File: src/rtl/lab3_2_display_scan.sv
// lab3_2_display_scan
// Purpose: consumer of the lab3_2 result interface. It drives a 4-digit
//   multiplexed 7-segment display.
//   - A load strobe captures the result into a pending register.
//   - The pending value is committed tear-free at frame boundaries.
//   - One digit is scanned per slot, and each nibble is hex-decoded.
//   - While warning is set, the digit pair (slots 2 and 3) blinks.
// Ports:
//   CLK         in   1  clock, all logic on posedge
//   clear       in   1  synchronous reset, active-high
//   digit1      in   8  result digit 1 (bits [3:0] used)
//   digit0      in   8  result digit 0 (bits [3:0] used)
//   count1      in   8  mode-1 counter (bits [3:0] used)
//   count0      in   8  mode-0 counter (bits [3:0] used)
//   warning     in   1  invalid-input flag from the core
//   load        in   1  1-cycle strobe that samples the five inputs above
//   an          out  4  anode select, one-hot active-low, an[0] = rightmost
//   seg         out  7  segments {g,f,e,d,c,b,a}, polarity per SEG_ACTIVE_LOW
//   dp          out  1  decimal point, same polarity as seg
//   frame_done  out  1  1-cycle pulse after the last slot of a frame
// Optional feature: macro LEADING_ZERO_BLANK_EN blanks a leading zero in
//   slot 1 (count pair) and in slot 3 (digit pair).
module lab3_2_display_scan #(
    parameter int unsigned SCAN_DIV       = 4,
    parameter int unsigned BLINK_DIV      = 8,
    parameter bit          SEG_ACTIVE_LOW = 1'b1
) (
    input  logic       CLK,
    input  logic       clear,
    input  logic [7:0] digit1,
    input  logic [7:0] digit0,
    input  logic [7:0] count1,
    input  logic [7:0] count0,
    input  logic       warning,
    input  logic       load,
    output logic [3:0] an,
    output logic [6:0] seg,
    output logic       dp,
    output logic       frame_done
);

    localparam int unsigned DIV_W = (SCAN_DIV > 1) ? $clog2(SCAN_DIV) : 1;
    localparam int unsigned FRM_W = (BLINK_DIV > 1) ? $clog2(BLINK_DIV) : 1;
    localparam logic [DIV_W-1:0] DIV_LAST = DIV_W'(SCAN_DIV - 1);
    localparam logic [FRM_W-1:0] FRM_LAST = FRM_W'(BLINK_DIV - 1);
    localparam logic [6:0] SEG_OFF = SEG_ACTIVE_LOW ? 7'h7F : 7'h00;
    localparam logic       DP_OFF  = SEG_ACTIVE_LOW;

    typedef struct packed {
        logic [3:0] d1;
        logic [3:0] d0;
        logic [3:0] c1;
        logic [3:0] c0;
        logic       warn;
    } disp_t;

    disp_t            pending;
    disp_t            display;
    logic             pend_flag;
    logic [DIV_W-1:0] div;
    logic [1:0]       slot;
    logic [FRM_W-1:0] frame;
    logic             phase;

    disp_t      live_c;
    logic       boundary_c;
    logic [3:0] nib_c;
    logic [6:0] seg_hi_c;
    logic [6:0] seg_nxt_c;
    logic       dp_nxt_c;
    logic       unused_hi_c;

    // Active-high segment pattern {g,f,e,d,c,b,a} for one hex nibble
    function automatic logic [6:0] hex7(input logic [3:0] n);
        logic [6:0] s;
        case (n)
            4'h0:    s = 7'h3F;
            4'h1:    s = 7'h06;
            4'h2:    s = 7'h5B;
            4'h3:    s = 7'h4F;
            4'h4:    s = 7'h66;
            4'h5:    s = 7'h6D;
            4'h6:    s = 7'h7D;
            4'h7:    s = 7'h07;
            4'h8:    s = 7'h7F;
            4'h9:    s = 7'h6F;
            4'hA:    s = 7'h77;
            4'hB:    s = 7'h7C;
            4'hC:    s = 7'h39;
            4'hD:    s = 7'h5E;
            4'hE:    s = 7'h79;
            default: s = 7'h71;
        endcase
        return s;
    endfunction

    // Upper nibbles of the result bus carry nothing for the display
    assign unused_hi_c = ^{digit1[7:4], digit0[7:4], count1[7:4], count0[7:4]};

    assign live_c     = '{d1: digit1[3:0], d0: digit0[3:0],
                          c1: count1[3:0], c0: count0[3:0], warn: warning};
    assign boundary_c = (slot == 2'd3) && (div == DIV_LAST);

    // Segment / dp pattern for the slot currently being scanned
    always_comb begin
        nib_c     = 4'h0;
        seg_hi_c  = 7'h00;
        seg_nxt_c = SEG_OFF;
        dp_nxt_c  = DP_OFF;
        case (slot)
            2'd0:    nib_c = display.c0;
            2'd1:    nib_c = display.c1;
            2'd2:    nib_c = display.d0;
            default: nib_c = display.d1;
        endcase
        seg_hi_c = hex7(nib_c);
`ifdef LEADING_ZERO_BLANK_EN
        if (slot == 2'd1 && display.c1 == 4'h0 && display.c0 != 4'h0) begin
            seg_hi_c = 7'h00;
        end
        if (slot == 2'd3 && display.d1 == 4'h0 && display.d0 != 4'h0) begin
            seg_hi_c = 7'h00;
        end
`endif
        // Warning overrides the digit pair: dash in phase 0, blank in phase 1
        if (display.warn && slot[1]) begin
            seg_hi_c = phase ? 7'h00 : 7'h40;
        end
        seg_nxt_c = SEG_ACTIVE_LOW ? ~seg_hi_c : seg_hi_c;
        dp_nxt_c  = (slot == 2'd2) ^ SEG_ACTIVE_LOW;
    end

    // Scan counters, capture/commit registers and registered outputs
    always_ff @(posedge CLK) begin
        if (clear) begin
            pending    <= '0;
            display    <= '0;
            pend_flag  <= 1'b0;
            div        <= '0;
            slot       <= 2'd0;
            frame      <= '0;
            phase      <= 1'b0;
            an         <= 4'hF;
            seg        <= SEG_OFF;
            dp         <= DP_OFF;
            frame_done <= 1'b0;
        end else begin
            an         <= ~(4'b0001 << slot);
            seg        <= seg_nxt_c;
            dp         <= dp_nxt_c;
            frame_done <= boundary_c;

            if (div == DIV_LAST) begin
                div  <= '0;
                slot <= slot + 2'd1;
            end else begin
                div <= div + DIV_W'(1);
            end

            if (boundary_c) begin
                // A load on the boundary itself bypasses pending
                if (load || pend_flag) begin
                    display <= load ? live_c : pending;
                end
                pend_flag <= 1'b0;
                if (frame == FRM_LAST) begin
                    frame <= '0;
                    phase <= ~phase;
                end else begin
                    frame <= frame + FRM_W'(1);
                end
            end else if (load) begin
                pending   <= live_c;
                pend_flag <= 1'b1;
            end
        end
    end

endmodule
File: config.mk
export PLATFORM = sky130hd
export DESIGN_NAME = lab3_2_display_scan
export DESIGN_NICKNAME = d
export VERILOG_FILES = /design/src/rtl/lab3_2_display_scan.sv
export SDC_FILE = /design/constraint.sdc
export NUM_CORES = 1
export LEC_CHECK = 0
export CORE_UTILIZATION = 46
export CTS_CLUSTER_DIAMETER = 100
export CTS_CLUSTER_SIZE = 14
export DETAILED_ROUTE_END_ITERATION = 8
export GPL_ROUTABILITY_DRIVEN = 0
export PLACE_DENSITY = 0.73
export SLEW_MARGIN = 40
export SYNTH_ARGS = -nofsm -noshare
export SYNTH_HDL_FRONTEND = slang
export SYNTH_SLANG_ARGS = --single-unit
File: constraint.sdc
create_clock -name CLK -period 2.55 [get_ports CLK]
set_input_delay 0.3825 -clock CLK [delete_from_list [all_inputs] [get_ports CLK]]
set_output_delay 0.3825 -clock CLK [all_outputs]
set_load 0.01 [all_outputs]
==> results.cfg <==
[power]
power_frac_seq_pct = 57.9
ir_drop_mv = 0.335
p_leak_nw = 1.10
clkPwrFrac_pct = 32.6
comb_power_share_pct = 9.5
pwr_density_cell_nw_per_um2 = 545
p_switching_w = 0.000336
internal_power_w = 0.00122
swShare_pct = 21.6

[layout]
areaGrowthSynthToFinish_pct = 17.4
drive_gt1_share_pct = 15.3
antennaDiodeCount = 0
fin_cells = 331
fin_area_um2 = 2860
utilization_pct = 56.0
fin_nets = 310

[floorplan]
rows = 26
dieArea_um2 = 5590
io_pins = 49
initial_core_util_pct = 47.6
fp.coreArea_um2 = 5110
die_h_um = 74.7
die_w_um = 74.7

[setup_path]
crit_family = compound AO/OA/AOI/OAI gates
critPathKind = flip-flop to flip-flop
worstSetupEndpointType = flip-flop
cp.depth = 9
r2r_slack_ns = 0.26
crit_buf_inv = 2
crit_required_ns = 2.73
slowest_stage = dfxtp_1
arrival_ns = 2.47
worstSetupStartpoint = slot[0]
crit_path_max_incr_delay_ns = 0.45
rr_worst_depth = 9
critPathCapture = seg[0]
rr_endpoint = seg[0]
path_cells = inv_1 -> ha_1 -> a22oi_1 -> a22o_2 -> inv_1 -> ha_1 -> or3_1 -> o221ai_1 -> nand2_1
cp_max_fo = 7
cp-start-kind = flip-flop
r2r_start = slot[0]

[timing]
rsz0062_at_grt = no
slew_viol_final = 0
max_slew_margin_pct = 49.4
setup_tns_ns = 0
period_minus_slack_ns = 2.29
final-setup-viol-count = 0
worstMarginPinSlew_ns = 0.759
hold_viol_final = 0
fmax_ghz = 0.437
final.period_utilization_pct = 89.7
final.setup_skew_ns = 0.00684

[detailed_routing]
viasPerCell = 5.13
vias = 1699
drt_iter0_markers = 94
drtAntennaViolNets = 0
first_pass_iters = 4
drc = 0
wl_um = 4090
wire_per_inst_um = 12.4

[yosys]
yosysSeqAreaShare_pct = 45.2
synth.largest_area_cell = dfxtp_1
synth_cell_types = 39
syn_area_um2 = 2430
synth_top_area_share_pct = 45.2
synth_most_common_cell = dfxtp_1
netlist_instances = 234
yosysWarnings = 0
synthFlopType = dfxtp_1
synth_area_leaders = dfxtp_1, a22o_2, mux2i_1, ha_1, a211oi_1
async_flop_share_pct = 0
synth.avg_cell_area_um2 = 10.4
postSynthNetCount = 284
synth_edf_count = 0
synth.cells.most_frequent = dfxtp_1, nor2_1, a22o_2, mux2i_1, a211oi_1
ys_ff_latch = 55

[grt]
grt_pass1_vias = 1599
grt_overflow = 0
antenna_found_initial = 0
track_usage_pct = 16.8
grt_max_degree = 35
grt_pass1_wl_um = 7110

[hold_path]
min_path_type = flip-flop to flip-flop

[place]
placed_cells = 323
hpwl_um = 2860
dpl-instance-area_um2 = 2750
port_buffers = 32

[cts]
cts_resized = 0
postCtsSetupRepairBufs = 0
cts_tree = done
cts_root_buf = clkbuf_8
ctsHtreeMaxLevel = 2
clock_latency_ns = 0.30
clk_pin_slew_ns = 0.09
cts_buffer_depth = 2
cts_hold_buf = 0
cts_buffers = 5
cts_sinks = 55

[status]
outcome = finished, final reports clean

[job]
maxCapViolations = 0
-- routing by layer --
metal,vias to the layer above,wire length (µm),GRT usage [%]
met2,31,1870,27.5
met4,0,56,6.92
met5,-,0,0
met1,773,2040,21.5
met3,5,130,3.61
li1,890,-,-
-- through the flow --
stage / setup WS [ns] / power [W] / hold WS [ns]
after floorplan: 0.508 / 0.00101 / 0.404
after global placement: 0.151 / 0.00107 / 0.415
after detailed placement: 0.163 / 0.00107 / 0.425
after CTS: 0.148 / 0.00158 / 0.438
after global routing: 0.0527 / 0.00162 / 0.475
final: 0.263 / 0.00156 / 0.436
-- sequential cells by signal, indices dropped and copies added (netlist names) --
signal	count
seg	7
an	4
frame	3
frame_done	1
pend_flag	1
phase	1
div	2
pending	17
display	17
slot	2
-- layout by cell type (no fill, tap or decap), types with 2 or more instances in the layout --
cell type and n:
nand2_1 11, buf_4 3, o211ai_1 2, a211oi_1 17, clkbuf_8 7, a22o_2 19
a21oi_1 12, mux2i_1 18, clkdlybuf4s50_1 32, o221ai_1 2, nor3_1 3, nor2_1 26
ha_1 14, a22oi_1 4, dfxtp_1 55, nor2b_1 2, a21oi_2 3, nand2b_1 5
inv_1 7, xnor2_1 2
-- kinds of logic (layout without fill, tap and decap cells) --
family | Yosys count | in the layout | share of synthesized area (%)
AOI/OAI and AO/OA | 65 | 65 | 21.6
DFF | 55 | 55 | 45.2
and+or+nand+nor | 55 | 55 | 11.4
buffers and inverters | 23 | 50 | 5.66
muxes | 19 | 19 | 7.87
adders and majority gates | 14 | 14 | 7.20
xor gates and xnor gates | 3 | 3 | 1.08
-- cell type report --
class	count	area (µm²)
clock buffer	8	100
fill	484	2250
tap	70	87.6
sequential	55	1100
timing repair buffer	35	343
inverter	7	26.3
multi-input combinational	156	1200
-- worst register-to-register path: stages, from the launching register on --
cell,delay [ns]
dfxtp_1,0.45
inv_1,0.10
ha_1,0.28
a22oi_1,0.20
a22o_2,0.27
inv_1,0.09
ha_1,0.23
or3_1,0.37
o221ai_1,0.10
nand2_1,0.09
-- power groups by stage --
stage / sequential, W / clock [W] / combinational (W)
2_1_floorplan: 0.000923 / 0 / 0.0000849
3_3_place_gp: 0.000921 / 0 / 0.000147
3_5_place_dp: 0.000922 / 0 / 0.000149
4_1_cts: 0.000902 / 0.000530 / 0.000150
5_1_grt: 0.000906 / 0.000557 / 0.000162
6_report: 0.000902 / 0.000507 / 0.000147
-- worst min path at each step --
stage                 from  endpoint  slack, ns  cells after the start
floorplan           div[0]    div[0]       0.40                      1
global placement    div[0]    div[0]       0.42                      1
detailed placement  div[0]    div[0]       0.42                      1
CTS                 div[0]    div[0]       0.44                      1
global route        div[0]    div[0]       0.47                      1
finish              div[0]    div[0]       0.44                      1
(Power assumes the default switching activity.)
